**src/rtl/output_channel_pkg.sv**
```systemverilog
// Shared definitions for the switch output channel: default geometry,
// flit framing bit positions and FSM state encodings.
package output_channel_pkg;

   localparam int DEF_DATA_WIDTH      = 70;
   localparam int DEF_NUMBER_CHANNELS = 5;
   localparam int DEF_FIFO_DEPTH      = 4;
   localparam int DEF_FIFO_WIDTH      = 2;

   // Framing bits for the default flit width
   localparam int BOP_BIT = DEF_DATA_WIDTH - 1;
   localparam int EOP_BIT = DEF_DATA_WIDTH - 2;

   typedef enum logic {
      ST_IDLE = 1'b0,
      ST_XFER = 1'b1
   } state_e;

   // Framing bit positions for an arbitrary flit width
   function automatic int bop_pos(input int width);
      return width - 1;
   endfunction

   function automatic int eop_pos(input int width);
      return width - 2;
   endfunction

endpackage

```
**src/rtl/output_channel_if.sv**
```systemverilog
// Bundle of the input-side grant/pop handshake and the downstream val/ack link.
// slave = the output channel itself, master = whoever drives the inputs.
interface output_channel_if
   import output_channel_pkg::*;
#(
   parameter int DATA_WIDTH      = DEF_DATA_WIDTH,
   parameter int NUMBER_CHANNELS = DEF_NUMBER_CHANNELS
);

   logic [NUMBER_CHANNELS-1:0]            x_req;
   logic [NUMBER_CHANNELS-1:0]            x_rok;
   logic [DATA_WIDTH*NUMBER_CHANNELS-1:0] x_din;
   logic [NUMBER_CHANNELS-1:0]            x_gnt;
   logic [NUMBER_CHANNELS-1:0]            x_ack;
   logic [DATA_WIDTH-1:0]                 out_data;
   logic                                  out_val;
   logic                                  out_ack;

   modport slave (
      input  x_req, x_rok, x_din, out_ack,
      output x_gnt, x_ack, out_data, out_val
   );

   modport master (
      output x_req, x_rok, x_din, out_ack,
      input  x_gnt, x_ack, out_data, out_val
   );

endinterface

```
**src/rtl/output_channel_rr_arbiter.sv**
```systemverilog
// Round-robin requester selection: first asserted request at or after ptr,
// wrapping modulo NUMBER_CHANNELS. Purely combinational.
module output_rr_arbiter #(
   parameter int NUMBER_CHANNELS = 5,
   parameter int PTR_W           = 3
) (
   input  logic [NUMBER_CHANNELS-1:0] req,
   input  logic [PTR_W-1:0]           ptr,
   output logic [NUMBER_CHANNELS-1:0] gnt,
   output logic [PTR_W-1:0]           sel,
   output logic                       any
);

   // Scan requesters starting from the priority pointer; first hit wins
   always_comb begin
      int idx;
      idx = 0;
      gnt = '0;
      sel = '0;
      any = 1'b0;
      for (int off = 0; off < NUMBER_CHANNELS; off++) begin
         idx = (int'(ptr) + off) % NUMBER_CHANNELS;
         if (!any && req[idx]) begin
            any      = 1'b1;
            gnt[idx] = 1'b1;
            sel      = PTR_W'(idx);
         end
      end
   end

endmodule

```
**src/rtl/output_channel.sv**
```systemverilog
// Switch output stage: round-robin packet arbitration across the input
// channels' per-output FIFOs, flit transfer from the granted FIFO into a
// small output buffer, and val/ack delivery to the next hop.
module output_channel
   import output_channel_pkg::*;
#(
   parameter int DATA_WIDTH      = DEF_DATA_WIDTH,
   parameter int NUMBER_CHANNELS = DEF_NUMBER_CHANNELS,
   parameter int FIFO_DEPTH      = DEF_FIFO_DEPTH,
   parameter int FIFO_WIDTH      = DEF_FIFO_WIDTH
) (
   input  logic             clk,
   input  logic             rst,
   output_channel_if.slave  bus
);

   localparam int PTR_W   = (NUMBER_CHANNELS > 1) ? $clog2(NUMBER_CHANNELS) : 1;
   localparam int EOP_POS = eop_pos(DATA_WIDTH);

   // Arbitration / grant state
   state_e                     state_q, state_d;
   logic [NUMBER_CHANNELS-1:0] gnt_q, gnt_d;
   logic [PTR_W-1:0]           sel_q, sel_d;
   logic [PTR_W-1:0]           ptr_q, ptr_d;

   // Output buffer state
   logic [FIFO_DEPTH-1:0][DATA_WIDTH-1:0] mem_q, mem_d;
   logic [FIFO_WIDTH-1:0]                 wr_q, wr_d;
   logic [FIFO_WIDTH-1:0]                 rd_q, rd_d;
   logic [FIFO_WIDTH:0]                   cnt_q, cnt_d;

   logic [NUMBER_CHANNELS-1:0] arb_gnt;
   logic [PTR_W-1:0]           arb_sel;
   logic                       arb_any;
   logic [NUMBER_CHANNELS-1:0] ack_vec;
   logic [DATA_WIDTH-1:0]      head;
   logic                       full, empty;
   logic                       push, out_pop;

   output_rr_arbiter #(
      .NUMBER_CHANNELS (NUMBER_CHANNELS),
      .PTR_W           (PTR_W)
   ) u_arb (
      .req (bus.x_req),
      .ptr (ptr_q),
      .gnt (arb_gnt),
      .sel (arb_sel),
      .any (arb_any)
   );

   assign full    = (cnt_q == (FIFO_WIDTH+1)'(FIFO_DEPTH));
   assign empty   = (cnt_q == '0);
   assign head    = bus.x_din[sel_q*DATA_WIDTH +: DATA_WIDTH];
   // Push is gated only by full: a same-cycle downstream pop does not open a slot
   assign push    = (state_q == ST_XFER) && bus.x_rok[sel_q] && !full;
   assign out_pop = !empty && bus.out_ack;

   // Grant FSM: pick a packet in IDLE, hold the grant until its EOP flit is popped
   always_comb begin
      state_d = state_q;
      gnt_d   = gnt_q;
      sel_d   = sel_q;
      ptr_d   = ptr_q;
      ack_vec = '0;
      case (state_q)
         ST_IDLE: begin
            if (arb_any) begin
               gnt_d   = arb_gnt;
               sel_d   = arb_sel;
               state_d = ST_XFER;
            end else begin
               gnt_d = '0;
            end
         end
         ST_XFER: begin
            if (push) begin
               ack_vec[sel_q] = 1'b1;
               if (head[EOP_POS]) begin
                  gnt_d   = '0;
                  state_d = ST_IDLE;
                  ptr_d   = (sel_q == PTR_W'(NUMBER_CHANNELS-1)) ? '0 : sel_q + 1'b1;
               end
            end
         end
         default: begin
            state_d = ST_IDLE;
            gnt_d   = '0;
         end
      endcase
   end

   // Output buffer: write popped flit, advance pointers, track occupancy
   always_comb begin
      mem_d = mem_q;
      wr_d  = wr_q;
      rd_d  = rd_q;
      cnt_d = cnt_q;
      if (push) begin
         mem_d[wr_q] = head;
         wr_d        = wr_q + 1'b1;
      end
      if (out_pop) begin
         rd_d = rd_q + 1'b1;
      end
      case ({push, out_pop})
         2'b10:   cnt_d = cnt_q + 1'b1;
         2'b01:   cnt_d = cnt_q - 1'b1;
         default: cnt_d = cnt_q;
      endcase
   end

   // State registers with synchronous reset; a reset drops any partial packet
   always_ff @(posedge clk) begin
      if (rst) begin
         state_q <= ST_IDLE;
         gnt_q   <= '0;
         sel_q   <= '0;
         ptr_q   <= '0;
         mem_q   <= '0;
         wr_q    <= '0;
         rd_q    <= '0;
         cnt_q   <= '0;
      end else begin
         state_q <= state_d;
         gnt_q   <= gnt_d;
         sel_q   <= sel_d;
         ptr_q   <= ptr_d;
         mem_q   <= mem_d;
         wr_q    <= wr_d;
         rd_q    <= rd_d;
         cnt_q   <= cnt_d;
      end
   end

   assign bus.x_gnt    = gnt_q;
   assign bus.x_ack    = ack_vec;
   assign bus.out_val  = !empty;
   assign bus.out_data = empty ? '0 : mem_q[rd_q];

endmodule

```
**src/flat_wrapper.sv**
```systemverilog
// flat-port wrapper written by rule: the top's interface ports become plain ports
module output_channel_flat import output_channel_pkg::*;
#(
   parameter int DATA_WIDTH      = DEF_DATA_WIDTH,
   parameter int NUMBER_CHANNELS = DEF_NUMBER_CHANNELS,
   parameter int FIFO_DEPTH      = DEF_FIFO_DEPTH,
   parameter int FIFO_WIDTH      = DEF_FIFO_WIDTH
)
  (clk, rst, bus_x_req, bus_x_rok, bus_x_din, bus_out_ack, bus_x_gnt, bus_x_ack, bus_out_data, bus_out_val);
  output_channel_if #(.DATA_WIDTH(DATA_WIDTH), .NUMBER_CHANNELS(NUMBER_CHANNELS)) bus_i ();
  input  logic clk;
  input  logic rst;
  input wire logic [$bits(bus_i.x_req)-1:0] bus_x_req;
  input wire logic [$bits(bus_i.x_rok)-1:0] bus_x_rok;
  input wire logic [$bits(bus_i.x_din)-1:0] bus_x_din;
  input wire logic [$bits(bus_i.out_ack)-1:0] bus_out_ack;
  output wire logic [$bits(bus_i.x_gnt)-1:0] bus_x_gnt;
  output wire logic [$bits(bus_i.x_ack)-1:0] bus_x_ack;
  output wire logic [$bits(bus_i.out_data)-1:0] bus_out_data;
  output wire logic [$bits(bus_i.out_val)-1:0] bus_out_val;
  assign bus_i.x_req = bus_x_req;
  assign bus_i.x_rok = bus_x_rok;
  assign bus_i.x_din = bus_x_din;
  assign bus_i.out_ack = bus_out_ack;
  assign bus_x_gnt = bus_i.x_gnt;
  assign bus_x_ack = bus_i.x_ack;
  assign bus_out_data = bus_i.out_data;
  assign bus_out_val = bus_i.out_val;
  output_channel #(.DATA_WIDTH(DATA_WIDTH), .NUMBER_CHANNELS(NUMBER_CHANNELS), .FIFO_DEPTH(FIFO_DEPTH), .FIFO_WIDTH(FIFO_WIDTH)) u_core (.clk(clk), .rst(rst), .bus(bus_i));
endmodule
```
**config.mk**
```make
export PLATFORM = sky130hd
export DESIGN_NAME = output_channel_flat
export DESIGN_NICKNAME = d
export VERILOG_FILES = /design/src/rtl/output_channel_pkg.sv /design/src/rtl/output_channel_if.sv /design/src/rtl/output_channel_rr_arbiter.sv /design/src/rtl/output_channel.sv /design/src/flat_wrapper.sv
export SDC_FILE = /design/constraint.sdc
export NUM_CORES = 1
export LEC_CHECK = 0
export ABC_CLOCK_PERIOD_IN_PS = 6000
export BUFFER_PORTS_ARGS = -buffer_cell sky130_fd_sc_hd__clkbuf_2
export CAP_MARGIN = 20
export CORE_ASPECT_RATIO = 1.5
export CORE_MARGIN = 2
export CORE_UTILIZATION = 35
export DETAILED_ROUTE_END_ITERATION = 10
export GPL_ROUTABILITY_DRIVEN = 0
export REMOVE_ABC_BUFFERS = 1
export SLEW_MARGIN = 20
export SYNTH_ARGS = -nofsm -noshare
export SYNTH_HDL_FRONTEND = slang
export SYNTH_SLANG_ARGS = --single-unit
```
**constraint.sdc**
```tcl
create_clock -name clk -period 6 [get_ports clk]
set_input_delay 0.6 -clock clk [delete_from_list [all_inputs] [get_ports clk]]
set_output_delay 0.6 -clock clk [all_outputs]
set_load 0.01 [all_outputs]
```
==> flow_metrics.tcl <==
set metrics [dict create \
    status "complete, no violations" \
    grt_pass1_wl_mm 87.7 \
    period_needed_ps 5200 \
    cpPeakStageDelay_ps 790 \
    wl_per_cell_um 19.5 \
    num_vias 16500 \
    finalPower_uw 8150 \
    layout_commonest_cell "nor2_1" \
    leakage_uw 0.00840 \
    crit_path_max_fanout 18 \
    power_frac_comb_pct 45.5 \
    crit_chain "ha_1 > a21oi_2 > inv_2 > a21oi_1 > or2_2 > ha_1 > inv_1 > o211ai_1 > a22oi_1 > or2_1 > a311oi_1 > o22a_1 > nor4_1 > nand2_1 > a311oi_1" \
    synth-seq-cells 299 \
    reg2reg_from "u_core.ptr_q[2]" \
    drv_cap 0 \
    post_cts_buffers 0 \
    internal-power_uw 4900 \
    num_rows 99 \
    endpoint "u_core.bus.x_gnt[1]" \
    die_area_um2 51000 \
    peakVddDrop_mv 0.298 \
    holdBufCountCts 0 \
    cts_buffers 29 \
    synth_cells 2014 \
    h-tree-depth 1 \
    tightest_slew_ps 1120 \
    syn_area_um2 17200 \
    cts_resized 0 \
    startpoint_type "register" \
    die_w_um 185 \
    worst-path-buf-inv 2 \
    swShare_pct 39.9 \
    drive_gt1_share_pct 29.3 \
    min_path_type "in -> reg" \
    first_iter_violations 1316 \
    final_net_count 2738 \
    overflow 0 \
    setup_slack_ps 800 \
    cts_tree "built" \
    first_pass_iters 7 \
    fin_skew_ps 25.8 \
    cts_buffer_depth 3 \
    ys_seq_area_share_pct 34.8 \
    cp.depth 15 \
    dp_hpwl_mm 38.1 \
    grt_pass1_vias 16000 \
    core-area_um2 48700 \
    synth_edf_count 0 \
    cts_sinks 299 \
    period_share_pct 86.7 \
    synth.yosys.warnings 0 \
    grtUsageTotal_pct 21.9 \
    end_kind "register" \
    die_y_um 276 \
    crit_slowest_cell "dfxtp_1" \
    antennaDiodeCount 0 \
    cp.arrival_ps 5670 \
    r2r_cells 15 \
    powerDensity_nw_per_um2 392 \
    portBuffers 443 \
    rsz0062_at_grt "no" \
    drc 0 \
    ys_async_sr_fraction_pct 0 \
    clk_latency_ps 570 \
    wirelength_mm 58.9 \
    relSlewSlack_pct 25.5 \
    p_clk_share_pct 23.3 \
    setup_viol 0 \
    dpl_worst_slack_ps 966 \
    avgSynthCellArea_um2 8.55 \
    crit_type "reg -> reg" \
    sequentialPowerShare_pct 31.2 \
    ant_nets 0 \
    p_switching_uw 3250 \
    fmax_ghz 0.192 \
    syn2layout_area_growth_pct 20.9 \
    cts_root_buf "clkbuf_16" \
    r2r_slack_ps 800 \
    cp_data_required_time_ps 6470 \
    clk_pin_slew_worst_paths_ps 70 \
    startpoint "u_core.ptr_q[2]" \
    holdWs_ps 478 \
    start_util_pct 35.4 \
    post-route-util_pct 42.8 \
    grt_max_degree 159 \
    antenna_found_initial 0 \
    final_cell_mix "nor2_1 (602), clkbuf_2 (442), nor3_1 (300)" \
    ys_types 72 \
    hold_viol 0 \
    slew_violations 0 \
    cp_top_family "compound AO/OA/AOI/OAI gates" \
    reg2reg_to "u_core.bus.x_gnt[1]" \
    ios 444 \
    routed_via_density 5.48 \
    synth_flop_cell "dfxtp_1" \
]
[logic make-up (layout without fill, tap and decap cells)]
group | count (synthesis) | after routing | synth area share (%)
simple gates | 1089 | 1089 | 28.0
flops | 299 | 299 | 34.8
compound gates | 218 | 218 | 9.89
mux | 152 | 152 | 19.2
fa+ha+maj | 38 | 38 | 2.80
buf+inv | 202 | 546 | 4.48
xor+xnor | 16 | 16 | 0.857
[metrics by stage]
| step | instance area [um2] | cells | setup TNS, ps |
|---|---|---|---|
| floorplan | 16600 | 1845 | -207550 |
| global placement | 19800 | 2962 | 0 |
| detailed placement | 19800 | 2962 | 0 |
| CTS | 20800 | 3014 | 0 |
| global route | 20800 | 3014 | 0 |
| finish | 20800 | 3014 | 0 |
[cell usage after synthesis, drive strengths merged, types with 4 or more instances]
master | n | area (um2)
nor2 | 602 | 2260
nor3 | 300 | 1500
dfxtp | 299 | 5990
clkbuf | 145 | 544
mux4 | 143 | 3220
and2 | 79 | 494
a22o | 71 | 622
nand2 | 50 | 188
ha | 37 | 463
inv | 33 | 124
a21oi | 27 | 139
buf | 24 | 103
o21ai | 19 | 95.1
a211oi | 13 | 97.6
nand3 | 13 | 65.1
xnor2 | 11 | 96.3
nand2b | 8 | 50.1
o211ai | 8 | 70.1
a311oi | 7 | 61.3
a31oi | 7 | 58.8
mux2i | 7 | 70.1
a21o | 6 | 45.0
o22ai | 6 | 37.5
o31ai | 6 | 50.1
or2 | 6 | 37.5
or3 | 6 | 37.5
a22oi | 5 | 37.5
nor2b | 5 | 31.3
xor2 | 5 | 51.3
a211o | 4 | 35.0
nand4 | 4 | 25.0
nor4 | 4 | 25.0
[area by class of cell]
class	instances	area, um2
timing repair buffer	461	2360
tap	656	821
fill	4809	27900
clock inverter	10	116
inverter	33	125
multi-input combinational	1513	10500
clock buffer	42	876
sequential	299	6000
[registers in the layout, summed over array words and instances (netlist names)]
name / count
u_core.sel_q: 3
u_core.state_q: 1
u_core.wr_q: 2
u_core.rd_q: 2
u_core.mem_q: 280
u_core.ptr_q: 3
u_core.bus.x_gnt: 5
u_core.cnt_q: 3
[power groups by stage]
stage	combinational, uW	clock [uW]	sequential [uW]
finish	3710	1900	2550
global route	4010	2020	2590
CTS	3700	1940	2550
detailed placement	3690	0	2590
global placement	3630	0	2570
floorplan	2490	0	2600
[layer usage]
| metal | vias up | part of all wire [%] | GRT usage [%] |
|---|---|---|---|
| li1 | 7773 | - | - |
| met1 | 8009 | 40 | 26.3 |
| met4 | 0 | 3.0 | 8.00 |
| met5 | - | 0 | 0 |
| met3 | 111 | 5.8 | 2.18 |
| met2 | 618 | 52 | 40.4 |
[worst min path at each step]
stage,startpoint,to,slack [ps],cells past startpoint
2_1_floorplan,u_core.cnt_q[2],u_core.cnt_q[2],460,2
5_1_grt,bus_out_ack,u_core.rd_q[0],510,4
4_1_cts,bus_out_ack,u_core.rd_q[0],470,4
3_3_place_gp,u_core.mem_q[67],u_core.mem_q[67],480,2
3_5_place_dp,u_core.mem_q[225],u_core.mem_q[225],480,2
6_report,bus_out_ack,u_core.rd_q[0],480,4
[tightest hold or removal path, stage by stage]
cell      delay (ps)
clkbuf_2          70
and2_1           190
xnor2_1           80
nor2_1            70
Note: power is estimated with default switching activity, not from simulation.
